$ cat src/rtl/pc_flow_unit.sv
// pc_flow_unit: program counter and next-PC selection for the single-cycle CPU.
// Holds the PC, picks sequential / jump / beq / bne / return targets, stalls on
// instruction-memory busywait, counts retired instructions (saturating) and
// flags a one-cycle redirect after each taken flow change.
// Optional feature: define PC_FLOW_LINK_EN to enable call/return via a link register.
//
// state | meaning
// 00    | RST   : first cycle after reset, PC held at RESET_VEC, nothing retires
// 01    | RUN   : fetching, PC advances whenever busywait is low
// 10    | STALL : imem busy, PC / counter / redirect / link held
// 11    | (unreachable) recovers to RUN with PC held
module pc_flow_unit #(
  parameter int              PC_W      = 32,
  parameter int              OFF_W     = 8,
  parameter int              INSTR_B   = 4,
  parameter logic [PC_W-1:0] RESET_VEC = '0,
  parameter int              CNT_W     = 16
) (
  input  logic             clk_i,
  input  logic             rst_i,
  input  logic             busywait_i,
  input  logic             jump_i,
  input  logic             branch_eq_i,
  input  logic             branch_ne_i,
  input  logic             zero_i,
  input  logic [OFF_W-1:0] offset_i,
  input  logic             link_call_i,
  input  logic             link_ret_i,
  output logic [PC_W-1:0]  pc_o,
  output logic [PC_W-1:0]  pc_seq_o,
  output logic             redirect_o,
  output logic [1:0]       state_o,
  output logic [CNT_W-1:0] retired_o,
  output logic [PC_W-1:0]  link_pc_o
);

  localparam logic [1:0] ST_RST   = 2'b00;
  localparam logic [1:0] ST_RUN   = 2'b01;
  localparam logic [1:0] ST_STALL = 2'b10;
  localparam int         SHIFT    = $clog2(INSTR_B);

  logic [1:0]       state_q, state_d;
  logic [PC_W-1:0]  pc_q, pc_d;
  logic             redirect_q, redirect_d;
  logic [CNT_W-1:0] retired_q, retired_d;
  logic [PC_W-1:0]  link_q, link_d;

  logic             call_en, ret_en;
  logic [PC_W-1:0]  pc_seq, off_ext, target;
  logic             advance;

`ifdef PC_FLOW_LINK_EN
  assign call_en = link_call_i;
  assign ret_en  = link_ret_i;
`else
  // Link inputs exist in both builds but are inert here.
  logic unused_link;
  assign unused_link = link_call_i ^ link_ret_i;
  assign call_en = 1'b0;
  assign ret_en  = 1'b0;
`endif

  // Sequential and offset targets; all arithmetic wraps modulo 2^PC_W.
  assign pc_seq  = pc_q + PC_W'(INSTR_B);
  assign off_ext = PC_W'($signed(offset_i));
  assign target  = pc_seq + (off_ext << SHIFT);
  assign advance = ((state_q == ST_RUN) || (state_q == ST_STALL)) && !busywait_i;

  // Next-state, next-PC selection and counter update.
  always_comb begin
    state_d    = state_q;
    pc_d       = pc_q;
    redirect_d = redirect_q;
    retired_d  = retired_q;
    link_d     = link_q;

    case (state_q)
      ST_RST:   state_d = ST_RUN;
      ST_RUN:   state_d = busywait_i ? ST_STALL : ST_RUN;
      ST_STALL: state_d = busywait_i ? ST_STALL : ST_RUN;
      default:  state_d = ST_RUN;
    endcase

    if (advance) begin
      redirect_d = 1'b1;
      if (ret_en) begin
        pc_d = link_q;
      end else if (jump_i || call_en) begin
        pc_d = target;
        if (call_en) link_d = pc_seq;
      end else if (branch_eq_i) begin
        // beq wins over bne when both are set; bne is not consulted.
        if (zero_i) begin
          pc_d = target;
        end else begin
          pc_d       = pc_seq;
          redirect_d = 1'b0;
        end
      end else if (branch_ne_i && !zero_i) begin
        pc_d = target;
      end else begin
        pc_d       = pc_seq;
        redirect_d = 1'b0;
      end

      if (retired_q != {CNT_W{1'b1}}) retired_d = retired_q + 1'b1;
    end
  end

  // State registers with immediate reset.
  always_ff @(posedge clk_i or posedge rst_i) begin
    if (rst_i) begin
      state_q    <= ST_RST;
      pc_q       <= RESET_VEC;
      redirect_q <= 1'b0;
      retired_q  <= '0;
      link_q     <= '0;
    end else begin
      state_q    <= state_d;
      pc_q       <= pc_d;
      redirect_q <= redirect_d;
      retired_q  <= retired_d;
      link_q     <= link_d;
    end
  end

  assign pc_o       = pc_q;
  assign pc_seq_o   = pc_seq;
  assign redirect_o = redirect_q;
  assign state_o    = state_q;
  assign retired_o  = retired_q;
  assign link_pc_o  = link_q;

endmodule

$ cat config.mk
export PLATFORM = sky130hd
export DESIGN_NAME = pc_flow_unit
export DESIGN_NICKNAME = d
export VERILOG_FILES = /design/src/rtl/pc_flow_unit.sv
export SDC_FILE = /design/constraint.sdc
export NUM_CORES = 1
export LEC_CHECK = 0
export CAP_MARGIN = 20
export CELL_PAD_IN_SITES_DETAIL_PLACEMENT = 1
export CELL_PAD_IN_SITES_GLOBAL_PLACEMENT = 1
export CORE_MARGIN = 5
export CORE_UTILIZATION = 29
export DETAILED_ROUTE_END_ITERATION = 10
export GPL_ROUTABILITY_DRIVEN = 1
export PLACE_DENSITY_LB_ADDON = 0.1
export SYNTH_ARGS = -nofsm -noshare
export SYNTH_HDL_FRONTEND = slang
export SYNTH_SLANG_ARGS = --single-unit
$ cat constraint.sdc
create_clock -name clk_i -period 6 [get_ports clk_i]
set_clock_uncertainty 0.05 [all_clocks]
set_input_delay 1.2 -clock clk_i [delete_from_list [all_inputs] [get_ports clk_i]]
set_output_delay 1.2 -clock clk_i [all_outputs]
set_load 0.02 [all_outputs]
==> impl_results.md, run 1 <==
- Max Slew Vio Count: 0
- Die Width: 140 um
- Rows: 47
- All-Layer GR Usage: 17.0%
- Clk slew on worst S/H paths: ~70 ps
- Hold crit path type: flop to flop
- Htree depth: 2
- Sum Neg Setup Slack: 0 ps
- Worst Setup Start Kind: flop
- Initial DRC Count: 160
- Power Total: ~3600 uW
- CTS Buf Count: 5
- Cts hold-fix bufs: 0
- Post-CTS Setup Repair Bufs: 0
- Drt total wl: around 17 mm
- Layout area overhead: 24.3%
- Initial antenna violation count: 0
- CP Capture Type: output port
- Core area: ~17,000 um2
- Critical path required time: ~4800 ps
- Unrepaired setup endpoints after global routing: no
- Skew-Pair Late Insertion Delay: just under 300 ps
- Beginning of the critical path: pc_o[8]
- N_diodes: 0
- Hold Startpoint: retired_o[10]
- P_int: 1740 uW
- Run status: finished clean
- Ys flop type: dfrtp_1
- Minimum clock period: 4630 ps
- Clock Power Share: under 10%
- Endpoints failing hold: 0
- CTS Sinks: 49
- Switching Share: about half
- Critical path arrival: roughly 3400 ps
- Gpl congestion: 0.826
- CTS max path bufs: 2
- Final period utilization: approximately 77%
- Drt pass-1 iters: 4
- Fillers: roughly 2,000
- Post-DR vias/cell: 5.24
- FMAX: 0.216 GHz
- Ys async rst share: 100%
- Post-cts resize count: 0
- Max_slew headroom: roughly 54%
- P per Cell Area: 580 nW/um2
- # setup viols final: 0
- CTS tree: built
- DP Worst Slack: between 1000 and 1500 ps
- Max-Cap Viols: 0
- Initial Util: between 20% and 30%
- Drc violations: 0
- Sequential share of power: about a fifth
- Root Buffer: clkbuf_16
- Largest net degree at the start of global routing: 50
- Number of flops mapped to enable cells by yosys: 0
- GR Overflow Total: 0
- Drt wl/cell: 18.7 um
- Mapped Cells: approximately 610
- Sw Pwr: ~1800 uW
- Worst setup path category: flop to output port
- Fin nets: about 750
- Vias: roughly 4,800
- Top Ports: approximately 130
- FF+latch count, synth: roughly 50
- Dpl hpwl: 13.2 mm
- Final WS setup: roughly 1400 ps
- Die Y-Extent: around 140 um
- Yosys synthesis warning count: 0
- Seq/Total Area, Yosys: between 20% and 30%
- Port-buffer cells: slightly above 90
- Vias in the first global route: 4,925
- Combinational Power Share: approximately 71%
- Crit Path Max Fanout: 9
- Hold_ws: around 450 ps
- Worst VDD drop: between 0.2 and 0.25 mV
- Syn_area_per_cell: roughly 8 um2
- Synthesized area: between 4000 and 5000 um2
- Layout cells sized above 1: 5.22%
- Distinct cells, synth: 69
- Leak Pwr: 0.00249 uW
- Final ANT Viol Nets: 0
- First-pass GRT wire length: between 20 and 30 mm
- Fin util: a little under two fifths
- Area of the die: approximately 20,000 um2
- Measured slew at the worst slew-check pin: 686 ps
- R2R Path Start: pc_o[8]
[path summary, 6_finish.rpt]
check	to	slack, ps	cells past startpoint
worst min register to register	retired_o[10]	450	1
worst max-delay path	pc_seq_o[30]	1370	6
worst max register to register	pc_o[28]	1600	14
max in group asynchronous	pc_o[17]	4090	3
worst min-delay path	retired_o[10]	450	1
min in group asynchronous	retired_o[1]	1350	3
[registers in the layout, summed over array words and instances, names as in the netlist]
signal,count
redirect_o,1
retired_o,16
state_o,2
pc_o,30
[cells in the mapped netlist, types with 3 or more instances]
library cell | n | share of area, %
a21oi_1 | 51 | 5.2
nand2_1 | 51 | 3.9
dfrtp_1 | 49 | 25
nor2_1 | 45 | 3.4
xnor2_1 | 45 | 8.0
ha_1 | 38 | 9.6
buf_4 | 37 | 5.6
o21ai_0 | 29 | 2.9
nand3_1 | 24 | 2.4
nand4_1 | 20 | 2.5
xor2_1 | 18 | 3.2
nor3_1 | 16 | 1.6
a21o_1 | 15 | 2.3
clkbuf_1 | 15 | 1.1
o21ai_1 | 13 | 1.3
and3_1 | 11 | 1.4
inv_1 | 11 | 0.84
and4_1 | 9 | 1.6
a31oi_1 | 7 | 0.89
a211oi_1 | 6 | 0.91
o211ai_1 | 6 | 0.91
a221o_1 | 5 | 1.0
and2_1 | 5 | 0.63
o21a_1 | 5 | 0.76
a221oi_1 | 4 | 0.71
buf_1 | 4 | 0.30
nand2b_1 | 4 | 0.51
o22ai_1 | 4 | 0.51
or3_1 | 4 | 0.51
buf_2 | 3 | 0.30
mux2_2 | 3 | 0.68
nor3b_1 | 3 | 0.46
or2_2 | 3 | 0.38
[cell usage in the layout (no fill, tap or decap), types with 4 or more instances in the layout]
cell              n
o21a_1            5
xnor2_1          45
xor2_1           18
nand2b_1          4
a221oi_1          4
a221o_1           5
o21ai_1          13
ha_1             38
o22ai_1           4
nor2_1           45
a211oi_1          5
nor3_1           16
dfrtp_1          49
o211ai_1          6
and2_1            5
a31oi_1           7
clkbuf_16         5
clkdlybuf4s50_1  93
nand2_1          51
a21o_1           15
and3_1           11
or3_1             4
nand3_1          24
buf_4             6
a21oi_1          51
conb_1           36
nand4_1          20
o21ai_0          29
inv_1            10
and4_1            9
[cell families after synthesis]
kind of cell,share of synthesized area [%]
flops,24.9
other cells,0.0760
xor+xnor,11.2
compound gates,22.7
mux,1.12
fa+ha+maj,10.0
buf+inv,8.22
simple gates,21.8
[routing by layer]
layer / routed length (um) / part of all wire [%] / track usage [%]
met1: 7900 / 46 / 23.3
met2: 8030 / 47 / 28.4
met3: 913 / 5.4 / 2.79
met4: 174 / 1.0 / 3.21
met5: 0 / 0 / 0
[metrics by stage]
stage	std cells	instance area, um2
2_1_floorplan	642	5060
3_3_place_gp	902	5960
3_5_place_dp	902	5960
4_1_cts	910	6130
5_1_grt	910	6130
6_report	910	6130
[worst max-delay path: stages (launching register included)]
cell and delay [ps]:
dfrtp_1 570, and4_1 420, nand2_1 240, nor3_1 510, and4_1 360, xor2_1 310
clkdlybuf4s50_1 680
[layout make-up]
type,count,area [um2],share of cell area [%]
Clock buffer,5,125,2.04
Clock inverter,3,43.8,0.714
Tap cell,220,275,4.49
Inverter,11,41.3,0.673
Multi-Input combinational cell,523,3450,56.2
Sequential cell,49,1230,20.0
Timing Repair Buffer,99,976,15.9
[power by group through the flow]
stage               combinational, uW  clock (uW)  sequential (uW)
finish                           2520         336              694
detailed placement               2530           0              701
CTS                              2540         349              696
floorplan                        1540           0              762
global route                     2760         363              728
global placement                 2480           0              691
Power figures use the tool's default switching activity.
==> run 2: changes to the inputs <==
==> constraint.sdc (replaced) <==
create_clock -name clk_i -period 3.7 [get_ports clk_i]
set_clock_uncertainty 0.05 [all_clocks]
set_input_delay 0.74 -clock clk_i [delete_from_list [all_inputs] [get_ports clk_i]]
set_output_delay 0.74 -clock clk_i [all_outputs]
set_load 0.02 [all_outputs]
==> run 2 against run 1 <==
- largest power group unchanged
- core utilization is 5.1 points higher
- highest routed layer unchanged
- clock power grew 48%
- sequential cell count stayed put
==> impl_results.md, run 2 (synthesis gave the netlist of run 1 again) <==
- Initial Util: 29.6% (unchanged)
- Reg2Reg Capture Point: pc_o[30]
- Port-buffer cells: 93 (unchanged)
- FF-to-FF path depth: 16 (+2)
- Minimum clock period: approximately 3500 ps
- Initial DRC Count: 141 (-12%)
- Leak Pwr: 0.00302 uW (+21%)
- CTS max path bufs: 2 (unchanged)
- Final WS setup: 154 ps (-1210 ps)
- Worst Setup Start Kind: flop
- Worst VDD drop: 0.415 mV (+74%)
- CTS tree: built
- Drt pass-1 iters: 4 (unchanged)
- Post-DR vias/cell: 5.14 (-1.9%)
- Max-Cap Viols: 0 (unchanged)
- Layout area overhead: 41.6%
- Critical path arrival: 3660 ps (+280 ps)
- Drc violations: 0 (unchanged)
- Power Total: 6480 uW (+82%)
- Root Buffer: clkbuf_16
- Worst setup path category: flop to flop
- Run status: finished clean
- Vias: 5,143 (+7.9%)
- Endpoints failing hold: 0 (unchanged)
- Layout cells sized above 1: 20.0% (+15 points)
- CP Capture Type: flop
- Commonest cells after routing, fill and taps aside: buf_4 (96), clkdlybuf4s50_1 (91), nand2_1 (50)
- Max reg flops: 30 (unchanged)
- P per Cell Area: 928 nW/um2 (+60%)
- Rows: 47 (unchanged)
- Dpl hpwl: 14.4 mm (+9.2%)
- CTS Buf Count: 5 (unchanged)
- Die Width: 140 um (unchanged)
- R2R Path Start: pc_o[9]
- Commonest non-fill, non-tap cell in the layout: buf_4
- Measured slew at the worst slew-check pin: 707 ps (+20.1 ps)
- Die Y-Extent: 140 um (unchanged)
- Area of the die: 19,700 um2 (unchanged)
- Max Slew Vio Count: 0 (unchanged)
- Core area: 16,600 um2 (unchanged)
- Hold crit path type: flop to flop
- Largest net degree at the start of global routing: 39 (-22%)
- Skew-Pair Late Insertion Delay: 300 ps (about the same)
- N_diodes: 0 (unchanged)
- Vias in the first global route: 5,464 (+11%)
- Crit Path Max Fanout: 5 (-4)
- Cts hold-fix bufs: 0 (unchanged)
- Sum Neg Setup Slack: 0 ps (unchanged)
- DP Worst Slack: -100 ps (-1510 ps)
- Final period utilization: a little over nine tenths
- All-Layer GR Usage: 17.6% (+0.59 points)
- # setup viols final: 0 (unchanged)
- Hold Startpoint: redirect_o
- Hold endpoint: redirect_o
- Initial antenna violation count: 0 (unchanged)
- CTS Sinks: 49 (unchanged)
- First-pass GRT wire length: 28.6 mm (+4.1%)
- Top Ports: 132 (unchanged)
- Drt total wl: 18.0 mm (+5.9%)
- Final ANT Viol Nets: 0 (unchanged)
- Critical path required time: 3820 ps (-930 ps)
- FMAX: 0.282 GHz
- Gpl congestion: 0.837 (+1.3%)
- Final Non-Filler Cells: 1,001 (+10%)
- GR Overflow Total: 0 (unchanged)
- Htree depth: 2 (unchanged)
- R2R Setup Slk: 150 ps (-1450 ps)
- Drt wl/cell: 18.0 um (-3.8%)
- Hold Crit Depth: 2 (+1)
- Fin nets: 836 (+12%)
- Clk slew on worst S/H paths: 80 ps (about the same)
- Max_slew headroom: 52.7% (-1.5 points)
- Inst Count DP: 991 (+9.9%)
-- run 2: changes by cell type in the layout (fill, tap and decap cells not counted), moves of 3 or more --
cell,delta
buf_4,+90
xnor2_1,-8
xnor2_2,+8
and4_1,-3
a21oi_1,-3
-- run 2: final cells by class --
cell class,instances,area (um2)
Tap cell,220,275
Fill cell,1966,9650
Sequential cell,49,1230
Multi-Input combinational cell,523,3610
Clock buffer,5,125
Timing Repair Buffer,190,1680
Inverter,11,41.3
Clock inverter,3,28.8
-- run 2: worst max-delay path by stage --
stage                      from       end  slack, ps
detailed placement  offset_i[0]  pc_o[24]       -100
global placement    offset_i[0]  pc_o[24]        -90
global route            pc_o[8]  pc_o[26]        -10
floorplan               pc_o[8]  pc_o[31]          4
finish                  pc_o[9]  pc_o[30]        150
CTS                     pc_o[8]  pc_o[27]          4
-- run 2: metal layers --
metal / routed length [um] / track usage [%] / vias up / share of wire [%]
li1: - / - / 2494 / -
met1: 8310 / 22.8 / 2538 / 46
met2: 8860 / 31.3 / 97 / 49
met3: 642 / 2.45 / 14 / 3.6
met4: 201 / 3.31 / 0 / 1.1
met5: 0 / 0 / - / 0
-- run 2: power breakdown --
group / internal (uW) / switching [uW] / total, uW
logic: 2310 / 2690 / 5000
clock network: 261 / 236 / 497
registers: 750 / 233 / 983
total: 3320 / 3160 / 6480
-- run 2: worst max-delay path: stages, from the launching register on --
cell     delay [ps]
dfrtp_1         370
and4_2          280
nand2_2         120
buf_4           160
nor3_2          210
xor2_1          220
ha_1            280
buf_4           160
a21oi_2         200
o21ai_0         160
a21oi_2         200
buf_4           140
or2_1           120
nor3b_1         270
a21oi_1         130
xnor2_1         230
o21ai_1          90
-- run 2: through the flow --
step	hold WS, ps	area, um2	utilization (%)
after floorplan	540	5090	-
after global placement	415	6670	40.1
after detailed placement	425	6670	40.1
after CTS	444	6840	41.1
after global routing	470	6990	42.0
final	436	6990	42.0
-- run 2: what timing repair did --
action / in CTS / in global routing
gates resized for setup: 4 / 27
setup endpoints to repair: 3 / 13
gates cloned: 0 / 0
pin swaps: 0 / 8
setup buffers: 0 / 2
==> run 3: changes to the inputs <==
--- a/config.mk
+++ b/config.mk
@@ -10,6 +10,7 @@
 export CELL_PAD_IN_SITES_GLOBAL_PLACEMENT = 1
 export CORE_MARGIN = 5
 export CORE_UTILIZATION = 29
+export CTS_CLUSTER_DIAMETER = 100
 export DETAILED_ROUTE_END_ITERATION = 10
 export GPL_ROUTABILITY_DRIVEN = 1
 export PLACE_DENSITY_LB_ADDON = 0.1
==> results of run 3 <==
Same layout as run 2: the final DEF is identical, and so are final timing and power.
